<file path="config.mk">
export PLATFORM = sky130hd
export DESIGN_NAME = fountain_droplet_framer
export DESIGN_NICKNAME = d
export VERILOG_FILES = /design/src/rtl/fountain_pkg.sv /design/src/rtl/fountain_sync_fifo.sv /design/src/rtl/fountain_droplet_framer.sv
export SDC_FILE = /design/constraint.sdc
export NUM_CORES = 1
export LEC_CHECK = 0
export CAP_MARGIN = 10
export CORE_MARGIN = 4
export CORE_UTILIZATION = 59
export CTS_BUF_LIST = sky130_fd_sc_hd__clkbuf_8
export DETAILED_ROUTE_END_ITERATION = 7
export GPL_TIMING_DRIVEN = 0
export HOLD_SLACK_MARGIN = 0.08
export PLACE_DENSITY = 0.82
export SYNTH_ARGS = -nofsm -noshare
export SYNTH_HDL_FRONTEND = slang
export SYNTH_SLANG_ARGS = --single-unit
</file>
<file path="constraint.sdc">
create_clock -name clk -period 6.8 [get_ports clk]
set_input_delay 1.36 -clock clk [delete_from_list [all_inputs] [get_ports clk]]
set_output_delay 1.36 -clock clk [all_outputs]
set_load 0.05 [all_outputs]
</file>
<file path="src/rtl/fountain_pkg.sv">
// Shared constants, FSM state type and header builder for the fountain droplet framer.
package fountain_pkg;

  localparam logic [15:0] SYNC_WORD = 16'hF0A5;
  localparam int unsigned SEQ_W     = 16;
  localparam int unsigned HDR_W     = 64;

  localparam int unsigned HDR_SYNC_LSB = 48;
  localparam int unsigned HDR_SEQ_LSB  = 32;
  localparam int unsigned HDR_SEED_LSB = 16;
  localparam int unsigned HDR_LEN_LSB  = 0;

  localparam logic [15:0] FRAME_LEN = 16'd3;

  typedef enum logic [1:0] {
    ST_IDLE,
    ST_HDR,
    ST_PAY,
    ST_CHK
  } frame_state_t;

  // Header word: sync | sequence | seed | frame length in words.
  function automatic logic [HDR_W-1:0] make_header(input logic [15:0] sync,
                                                   input logic [15:0] seq,
                                                   input logic [15:0] seed);
    logic [HDR_W-1:0] h;
    h = '0;
    h[HDR_SYNC_LSB +: 16] = sync;
    h[HDR_SEQ_LSB  +: 16] = seq;
    h[HDR_SEED_LSB +: 16] = seed;
    h[HDR_LEN_LSB  +: 16] = FRAME_LEN;
    return h;
  endfunction

endpackage

</file>
<file path="src/rtl/fountain_sync_fifo.sv">
// Synchronous FIFO with registered full/empty flags and a peek at the entry behind the head.
module fountain_sync_fifo #(
  parameter int unsigned WIDTH  = 80,
  parameter int unsigned DEPTH  = 4,
  parameter int unsigned PEEK_W = 16
) (
  input  logic                     clk,
  input  logic                     rst,
  input  logic                     push,
  input  logic [WIDTH-1:0]         wr_data,
  input  logic                     pop,
  output logic [WIDTH-1:0]         rd_data,
  output logic [PEEK_W-1:0]        rd_peek,
  output logic [$clog2(DEPTH):0]   count,
  output logic                     full,
  output logic                     empty
);

  localparam int unsigned AW = $clog2(DEPTH);
  localparam int unsigned CW = AW + 1;

  logic [WIDTH-1:0] mem [DEPTH];
  logic [AW-1:0]    wr_ptr;
  logic [AW-1:0]    rd_ptr;
  logic [CW-1:0]    count_nxt;

  assign count_nxt = count + CW'(push) - CW'(pop);

  always_ff @(posedge clk) begin
    if (rst) begin
      wr_ptr <= '0;
      rd_ptr <= '0;
      count  <= '0;
      full   <= 1'b0;
      empty  <= 1'b1;
    end else begin
      if (push) wr_ptr <= wr_ptr + AW'(1);
      if (pop)  rd_ptr <= rd_ptr + AW'(1);
      count <= count_nxt;
      full  <= (count_nxt == CW'(DEPTH));
      empty <= (count_nxt == '0);
    end
  end

  always_ff @(posedge clk) begin
    if (push) mem[wr_ptr] <= wr_data;
  end

  assign rd_data = mem[rd_ptr];
  // Upper bits of the second entry, needed to build the next header without a bubble.
  assign rd_peek = mem[rd_ptr + AW'(1)][WIDTH-1 -: PEEK_W];

endmodule

</file>
<file path="src/rtl/fountain_droplet_framer.sv">
// Buffers encoded droplets and emits header/payload/checksum frames on a valid/ready stream.
module fountain_droplet_framer #(
  parameter int unsigned DATA_W     = 64,
  parameter int unsigned SEED_W     = 16,
  parameter int unsigned FIFO_DEPTH = 4,
  parameter logic [15:0] SYNC_WORD  = fountain_pkg::SYNC_WORD
) (
  input  logic              clk,
  input  logic              rst,
  input  logic              in_valid,
  input  logic [DATA_W-1:0] in_data,
  input  logic [SEED_W-1:0] in_seed,
  output logic              in_ready,
  output logic              out_valid,
  input  logic              out_ready,
  output logic [DATA_W-1:0] out_data,
  output logic              out_sof,
  output logic              out_eof,
  output logic [15:0]       frame_count,
  output logic              overflow
);

  localparam int unsigned ENTRY_W = DATA_W + SEED_W;
  localparam int unsigned CNT_W   = $clog2(FIFO_DEPTH) + 1;

  fountain_pkg::frame_state_t state;

  logic               push;
  logic               pop;
  logic               fifo_full;
  logic               fifo_empty;
  logic [ENTRY_W-1:0] head;
  logic [SEED_W-1:0]  peek_seed;
  logic [CNT_W-1:0]   fifo_count;
  logic [15:0]        seq;

  logic [DATA_W-1:0]  head_data;
  logic [SEED_W-1:0]  head_seed;
  logic [SEED_W-1:0]  next_seed;
  logic               more_after_pop;
  logic [DATA_W-1:0]  hdr_head;
  logic [DATA_W-1:0]  hdr_next;

  fountain_sync_fifo #(
    .WIDTH  (ENTRY_W),
    .DEPTH  (FIFO_DEPTH),
    .PEEK_W (SEED_W)
  ) u_fifo (
    .clk     (clk),
    .rst     (rst),
    .push    (push),
    .wr_data ({in_seed, in_data}),
    .pop     (pop),
    .rd_data (head),
    .rd_peek (peek_seed),
    .count   (fifo_count),
    .full    (fifo_full),
    .empty   (fifo_empty)
  );

  assign in_ready    = ~fifo_full;
  assign push        = in_valid & in_ready;
  assign pop         = (state == fountain_pkg::ST_CHK) & out_ready;
  assign frame_count = seq;

  assign head_data = head[DATA_W-1:0];
  assign head_seed = head[ENTRY_W-1 -: SEED_W];

  // Next frame source after a checksum pop: second FIFO entry, or the droplet arriving now.
  assign more_after_pop = (fifo_count > CNT_W'(1)) | push;
  assign next_seed      = (fifo_count > CNT_W'(1)) ? peek_seed : in_seed;

  assign hdr_head = DATA_W'(fountain_pkg::make_header(SYNC_WORD, seq, 16'(head_seed)));
  assign hdr_next = DATA_W'(fountain_pkg::make_header(SYNC_WORD, seq + 16'd1, 16'(next_seed)));

  always_ff @(posedge clk) begin
    if (rst) begin
      state     <= fountain_pkg::ST_IDLE;
      out_valid <= 1'b0;
      out_sof   <= 1'b0;
      out_eof   <= 1'b0;
      out_data  <= '0;
      seq       <= '0;
      overflow  <= 1'b0;
    end else begin
      if (in_valid && !in_ready) overflow <= 1'b1;

      case (state)
        fountain_pkg::ST_IDLE: begin
          if (!fifo_empty) begin
            state     <= fountain_pkg::ST_HDR;
            out_valid <= 1'b1;
            out_sof   <= 1'b1;
            out_data  <= hdr_head;
          end
        end
        fountain_pkg::ST_HDR: begin
          if (out_ready) begin
            state    <= fountain_pkg::ST_PAY;
            out_sof  <= 1'b0;
            out_data <= head_data;
          end
        end
        fountain_pkg::ST_PAY: begin
          if (out_ready) begin
            state    <= fountain_pkg::ST_CHK;
            out_eof  <= 1'b1;
            out_data <= hdr_head ^ head_data;
          end
        end
        fountain_pkg::ST_CHK: begin
          if (out_ready) begin
            seq     <= seq + 16'd1;
            out_eof <= 1'b0;
            if (more_after_pop) begin
              state    <= fountain_pkg::ST_HDR;
              out_sof  <= 1'b1;
              out_data <= hdr_next;
            end else begin
              state     <= fountain_pkg::ST_IDLE;
              out_valid <= 1'b0;
              out_data  <= '0;
            end
          end
        end
        default: state <= fountain_pkg::ST_IDLE;
      endcase
    end
  end

endmodule

</file>
==> results.py, run 1 <==
metrics = {
    "outcome": {
        "status": "finished clean",
    },
    "clock_tree": {
        "cts_resized": 0,
        "clk_latency_ps": 580,
        "cts_tree": "done",
        "cts_buffer_depth": 3,
        "clkSinkCount": 417,
        "post_cts_buffers": 0,
        "cts_buffers": 66,
        "cts.hold.buffers_added": 0,
        "clk_pin_slew_worst_paths_ps": 60,
        "clockRootBuffer": "clkbuf_8",
        "h-tree-depth": 3,
    },
    "hold_path": {
        "hp-start": "out_data[35]",
        "min_to": "out_data[35]",
        "hold_path_class": "flop to flop",
        "hold_depth": 2,
    },
    "pwr": {
        "power_w": 0.00747,
        "comb_power_share_pct": 30.8,
        "power.internal_w": 0.00484,
        "p_sw_share_pct": 35.3,
        "power_frac_clock_pct": 25.5,
        "power_density_nw_per_um2": 352,
        "p_seq_share_pct": 43.7,
        "total_leakage_power_nw": 6.99,
        "peakVddDrop_mv": 0.176,
        "p_sw_w": 0.00263,
    },
    "synth": {
        "post_synth_num_cell_types": 63,
        "synth_top_area_share_pct": 54.2,
        "ys_ff_latch": 417,
        "yosys_warnings": 0,
        "synth-compound-area-share_pct": 9.51,
        "synthesis.nets": 1287,
        "yosysTopAreaCell": "edfxtp_1",
        "synth_commonest_cells": "320 x edfxtp_1, 97 x dfxtp_1, 93 x mux2i_1",
        "synth-simple-area-share_pct": 6.13,
        "yosysMostFrequentCell": "edfxtp_1",
        "synth_area_per_cell_um2": 14.9,
        "synthAdderAreaFrac_pct": 1.10,
        "yosysSeqAreaShare_pct": 65.1,
        "synth-edff-count": 320,
        "async_flop_share_pct": 0,
        "synthMuxAreaShare_pct": 12.7,
        "synth-xor-area-share_pct": 2.17,
        "synth_ff_type": "edfxtp_1",
        "netlist_area_um2": 17700,
        "synth_top_family_by_area": "multiplexers",
        "syn-instance-count": 1188,
        "yosys-top-cells-area": "edfxtp_1 54%, dfxtp_1 11%, mux4_2 7.4%",
    },
    "die": {
        "die_x_um": 181,
        "die-area_um2": 32900,
        "ios": 169,
        "core_area_um2": 29600,
        "initial_core_util_pct": 59.9,
        "std_cell_rows": 63,
        "die_y_um": 181,
    },
    "placed_design": {
        "gp_congestion": 0.909,
        "placedCellCount": 1749,
        "hpwlAfterDp_um": 28800,
        "dpl-instance-area_um2": 20000,
        "portBuffers": 167,
    },
    "global_route": {
        "grt_overflow_total": 0,
        "antenna_found_initial": 0,
        "grt_max_degree": 50,
        "grt_pass1_wl_um": 66700,
        "grt.total_usage_pct": 25.9,
        "grt_pass1_vias": 11983,
    },
    "sta": {
        "fin_setup_tns_ps": 0,
        "clock-skew-final_ps": 31.0,
        "setup_viol": 0,
        "maxSlewViolCount": 0,
        "max_clock_freq_mhz": 269,
        "finalHoldViolations": 0,
        "fin_crit_sh_pct": 54.7,
        "relSlewSlack_pct": 43.7,
        "min_period_ps": 3720,
        "tightest_slew_ps": 845,
        "rsz0062_at_grt": "no",
    },
    "critical_path": {
        "max_stage_delay_ps": 570,
        "worstPathRequired_ps": 7270,
        "crit_path_max_fanout": 10,
        "path_cells": "clkdlybuf4s50_1 -> nand2_1 -> clkbuf_1 -> inv_2 -> ha_1 -> inv_1 -> ha_1 -> inv_1 -> fa_1 -> xnor2_1 -> nor2_1 -> and3_1",
        "critPathKind": "primary input to flop",
        "critPathArrivalTime_ps": 4190,
        "r2r-start": "state[1]",
        "critPathLaunchType": "primary input",
        "critical_path.endpoint_type": "flop",
        "worstReg2RegEnd": "u_fifo.full",
        "cp_slowest_cell": "clkdlybuf4s50_1",
        "reg2reg_depth": 13,
        "rrSetupSlack_ps": 3820,
    },
    "final_layout": {
        "diodes": 0,
        "drive_gt1_share_pct": 14.3,
        "fin_cells": 1870,
        "syn_to_final_growth_pct": 19.6,
        "final_area_um2": 21200,
        "final_nets": 1526,
        "utilization_pct": 71.6,
    },
    "routing": {
        "route.detailed.drc": 0,
        "drtAntennaViolNets": 0,
        "first_pass_iters": 6,
        "drt-wirelength-per-cell_um": 23.3,
        "routed_via_density": 6.30,
        "via_count": 11772,
        "wl_um": 43600,
        "drtIter0Drc": 1148,
    },
    "flow_run": {
        "cap_viol_max_count": 0,
    },
}
cells by family (layout without fill, tap and decap cells):
logic type               after synthesis  in the layout
flip-flops                           417            417
buffers and inverters                117            409
multiplexers                         152            152
XOR/XNOR                              44             44
adder cells (fa/ha/maj)               15             15
AO/OA/AOI/OAI                        213            213
AND/OR/NAND/NOR                      230            230
sequential cells by signal (all words and copies together) (netlist names), 2 cells and up, named ones only:
| signal | count |
|---|---|
| u_fifo.mem | 320 |
| frame_count | 16 |
| state | 2 |
| u_fifo.wr_ptr | 2 |
| u_fifo.rd_ptr | 2 |
| u_fifo.count | 3 |
| out_data | 64 |
cells in the final DEF, fill, tap and decap left out, types with 18 or more instances in the layout:
cell / netlist / layout
nor2_1: 90 / 90
clkdlybuf4s50_1: 0 / 167
a221oi_1: 25 / 25
a311oi_1: 18 / 18
clkbuf_8: 0 / 69
inv_1: 21 / 48
a221o_1: 21 / 21
mux4_2: 58 / 58
nand2_1: 60 / 60
clkbuf_1: 35 / 35
edfxtp_1: 320 / 320
xnor2_1: 28 / 28
a32oi_1: 21 / 21
buf_2: 25 / 25
mux2i_1: 93 / 93
a22oi_1: 22 / 22
dfxtp_1: 97 / 97
a211oi_1: 26 / 26
worst max-delay path by stage:
stage / from / endpoint / slack [ps] / cells after the start
after global routing: out_ready / u_fifo.full / 2930 / 12
after floorplan: in_valid / u_fifo.mem[0][0] / 2820 / 3
after detailed placement: out_ready / u_fifo.full / 2540 / 12
final: out_ready / u_fifo.full / 3080 / 12
after global placement: in_valid / u_fifo.mem[0][37] / 720 / 4
after CTS: out_ready / u_fifo.full / 3160 / 12
stage by stage:
stage               hold WS, ps  worst slack (ps)
floorplan                   469              2820
global placement            437               715
detailed placement          442              2540
CTS                         450              3160
global route                467              2930
finish                      445              3080
critical path: cells and delay by family:
family	cells	cell delay [ps]
fa+ha+maj	3	880
xor+xnor	1	170
simple gates	3	490
buf+inv	5	1280
routing by layer:
| metal | track usage (%) | routed length, um | vias to the layer above |
|---|---|---|---|
| met5 | 0 | 0 | - |
| met4 | 8.71 | 1140 | 0 |
| met3 | 5.73 | 4280 | 113 |
| met2 | 42.4 | 20900 | 681 |
| met1 | 35.1 | 17300 | 5793 |
| li1 | - | - | 5185 |
power by group through the flow:
stage                     sequential [W]  clock, W  combinational (W)
after floorplan                  0.00366         0            0.00111
after global placement           0.00333         0            0.00218
after detailed placement         0.00331         0            0.00225
after CTS                        0.00326   0.00194            0.00226
after global routing             0.00329   0.00207            0.00243
final                            0.00326   0.00191            0.00230
cell type report:
cell class	count	area, um^2
Fill cell	2004	8420
Clock inverter	52	248
Clock buffer	69	950
Tap cell	390	488
Timing Repair Buffer	171	1780
Sequential cell	417	11600
Buffer	94	502
Inverter	23	86.3
Multi-Input combinational cell	654	5610
Note: power is estimated with default switching activity, not from simulation.
==> inputs of run 2 (changes only) <==
--- a/config.mk
+++ b/config.mk
@@ -7,12 +7,12 @@
 export LEC_CHECK = 0
 export CAP_MARGIN = 10
 export CORE_MARGIN = 4
-export CORE_UTILIZATION = 59
+export CORE_UTILIZATION = 54
 export CTS_BUF_LIST = sky130_fd_sc_hd__clkbuf_8
 export DETAILED_ROUTE_END_ITERATION = 7
 export GPL_TIMING_DRIVEN = 0
 export HOLD_SLACK_MARGIN = 0.08
-export PLACE_DENSITY = 0.82
+export PLACE_DENSITY = 0.79
 export SYNTH_ARGS = -nofsm -noshare
 export SYNTH_HDL_FRONTEND = slang
 export SYNTH_SLANG_ARGS = --single-unit
==> constraint.sdc (replaced) <==
create_clock -name clk -period 3.2 [get_ports clk]
set_input_delay 0.64 -clock clk [delete_from_list [all_inputs] [get_ports clk]]
set_output_delay 0.64 -clock clk [all_outputs]
set_load 0.05 [all_outputs]
==> run 2 against run 1 <==
  * Critical path depth fell by 3
  * Via count grew 0.14%
  * Power grew 120%
==> results.py, run 2 (synthesis gave the netlist of run 1 again) <==
metrics = {
    "outcome": {
        "status": "finished clean",
    },
    "clock_tree": {
        "cts_buffers": 69,
        "cts.hold.buffers_added": 0,
        "clk_latency_ps": 600,
        "clkSinkCount": 417,
        "cts_buffer_depth": 3,
        "clockRootBuffer": "clkbuf_8",
        "clk_pin_slew_worst_paths_ps": 70,
        "post_cts_buffers": 0,
        "cts_tree": "done",
        "h-tree-depth": 3,
        "cts_resized": 0,
    },
    "pwr": {
        "power_frac_clock_pct": 27.5,
        "power_w": 0.0163,
        "total_leakage_power_nw": 7.08,
        "power.internal_w": 0.0107,
        "comb_power_share_pct": 30.0,
        "peakVddDrop_mv": 0.413,
        "p_sw_share_pct": 34.7,
        "p_sw_w": 0.00567,
        "p_seq_share_pct": 42.4,
        "power_density_nw_per_um2": 762,
    },
    "critical_path": {
        "critical_path.endpoint_type": "flop",
        "worstPathRequired_ps": 3690,
        "critPathArrivalTime_ps": 3500,
        "max_stage_delay_ps": 530,
        "cp_top_family": "buffers and inverters",
        "cpMostUsedCell": "inv_1",
        "critPathBufInv": 4,
        "critPathLaunchType": "flop",
        "critPathKind": "flop to flop",
        "path_cells": "inv_1 -> ha_1 -> buf_2 -> inv_1 -> nand2_1 -> nor2_1 -> clkbuf_1 -> a32oi_1 -> a211oi_1",
        "crit_path_max_fanout": 10,
        "cp_slowest_cell": "clkbuf_1",
    },
    "routing": {
        "via_count": 11789,
        "routed_via_density": 6.11,
        "first_pass_iters": 5,
        "drtAntennaViolNets": 0,
        "drtIter0Drc": 1288,
        "route.detailed.drc": 0,
        "drt-wirelength-per-cell_um": 23.2,
        "wl_um": 44800,
    },
    "global_route": {
        "grt_overflow_total": 0,
        "grt_max_degree": 59,
        "grt.total_usage_pct": 24.6,
        "antenna_found_initial": 1,
        "grt_pass1_wl_um": 67500,
        "grt_pass1_vias": 11784,
    },
    "die": {
        "die-area_um2": 35800,
        "die_x_um": 189,
        "die_y_um": 189,
        "initial_core_util_pct": 54.7,
        "core_area_um2": 32500,
        "std_cell_rows": 66,
        "ios": 169,
    },
    "final_layout": {
        "top_register": "u_fifo.mem",
        "fillers": 2312,
        "syn_to_final_growth_pct": 20.9,
        "final_common_cell": "edfxtp_1",
        "final_cell_mix": "320 x edfxtp_1, 167 x clkdlybuf4s50_1, 97 x dfxtp_1",
        "largest_reg_flops": 320,
        "diodes": 0,
        "final_nets": 1529,
        "drive_gt1_share_pct": 14.9,
    },
    "sta": {
        "maxSlewViolCount": 0,
        "max_clock_freq_mhz": 332,
        "tightest_slew_ps": 798,
        "setup_viol": 0,
        "min_period_ps": 3010,
        "clock-skew-final_ps": 32.7,
        "fin_setup_tns_ps": 0,
        "relSlewSlack_pct": 46.8,
        "fin_crit_sh_pct": 94.2,
        "rsz0062_at_grt": "no",
        "hold-worst-slack_ps": 444,
        "finalHoldViolations": 0,
    },
    "flow_run": {
        "cap_viol_max_count": 0,
    },
    "placed_design": {
        "hpwlAfterDp_um": 29200,
        "gp_congestion": 0.882,
        "portBuffers": 167,
    },
    "hold_path": {
        "hold_path_class": "flop to flop",
    },
}
run 2: path summary, 6_finish.rpt:
| path | from | endpoint | slack (ps) | cells past startpoint |
|---|---|---|---|---|
| setup / recovery | state[1] | out_data[30] | 190 | 9 |
| setup reg to reg | state[1] | out_data[30] | 190 | 9 |
| hold / removal | out_data[36] | out_data[36] | 440 | 2 |
| hold reg to reg | out_data[36] | out_data[36] | 440 | 2 |
run 2: cell type report:
class / count / area (um^2) / share of cell area [%]
clock buffers: 83 / 1140 / 5.33
multi-input cells: 654 / 5610 / 26.2
clock inverters: 44 / 213 / 0.992
plain buffers: 94 / 502 / 2.34
repair buffers: 171 / 1780 / 8.31
flip-flops and latches: 417 / 11600 / 53.9
well taps: 442 / 553 / 2.58
inverters: 23 / 86.3 / 0.403
run 2: metrics by stage:
| step | worst slack (ps) | util [%] | area (um^2) | std cells |
|---|---|---|---|---|
| after floorplan | 702 | - | 17700 | 1188 |
| after global placement | -634 | 61.5 | 20000 | 1797 |
| after detailed placement | -285 | 61.9 | 20100 | 1801 |
| after CTS | 261 | 66.1 | 21400 | 1928 |
| after global routing | 14.8 | 66.1 | 21400 | 1928 |
| final | 187 | 66.1 | 21400 | 1928 |
run 2: power groups by stage:
stage | clock (W) | sequential (W) | combinational, W
3_3_place_gp | 0 | 0.00703 | 0.00467
4_1_cts | 0.00457 | 0.00693 | 0.00486
5_1_grt | 0.00484 | 0.00698 | 0.00519
2_1_floorplan | 0 | 0.00775 | 0.00236
3_5_place_dp | 0 | 0.00703 | 0.00483
6_report | 0.00450 | 0.00693 | 0.00491
run 2: worst register-to-register path, cell delays in order (launching register included):
cell and delay, ps:
dfxtp_1 430, inv_1 120, ha_1 180, buf_2 190, inv_1 310, nand2_1 190
nor2_1 510, clkbuf_1 540, a32oi_1 200, a211oi_1 240
run 2: routing by layer:
metal	vias up	global-route usage, %	part of all wire (%)
met2	707	39.8	48
met5	-	0	0.029
met4	2	9.04	3.0
li1	5194	-	-
met1	5773	32.7	39
met3	113	6.01	9.8
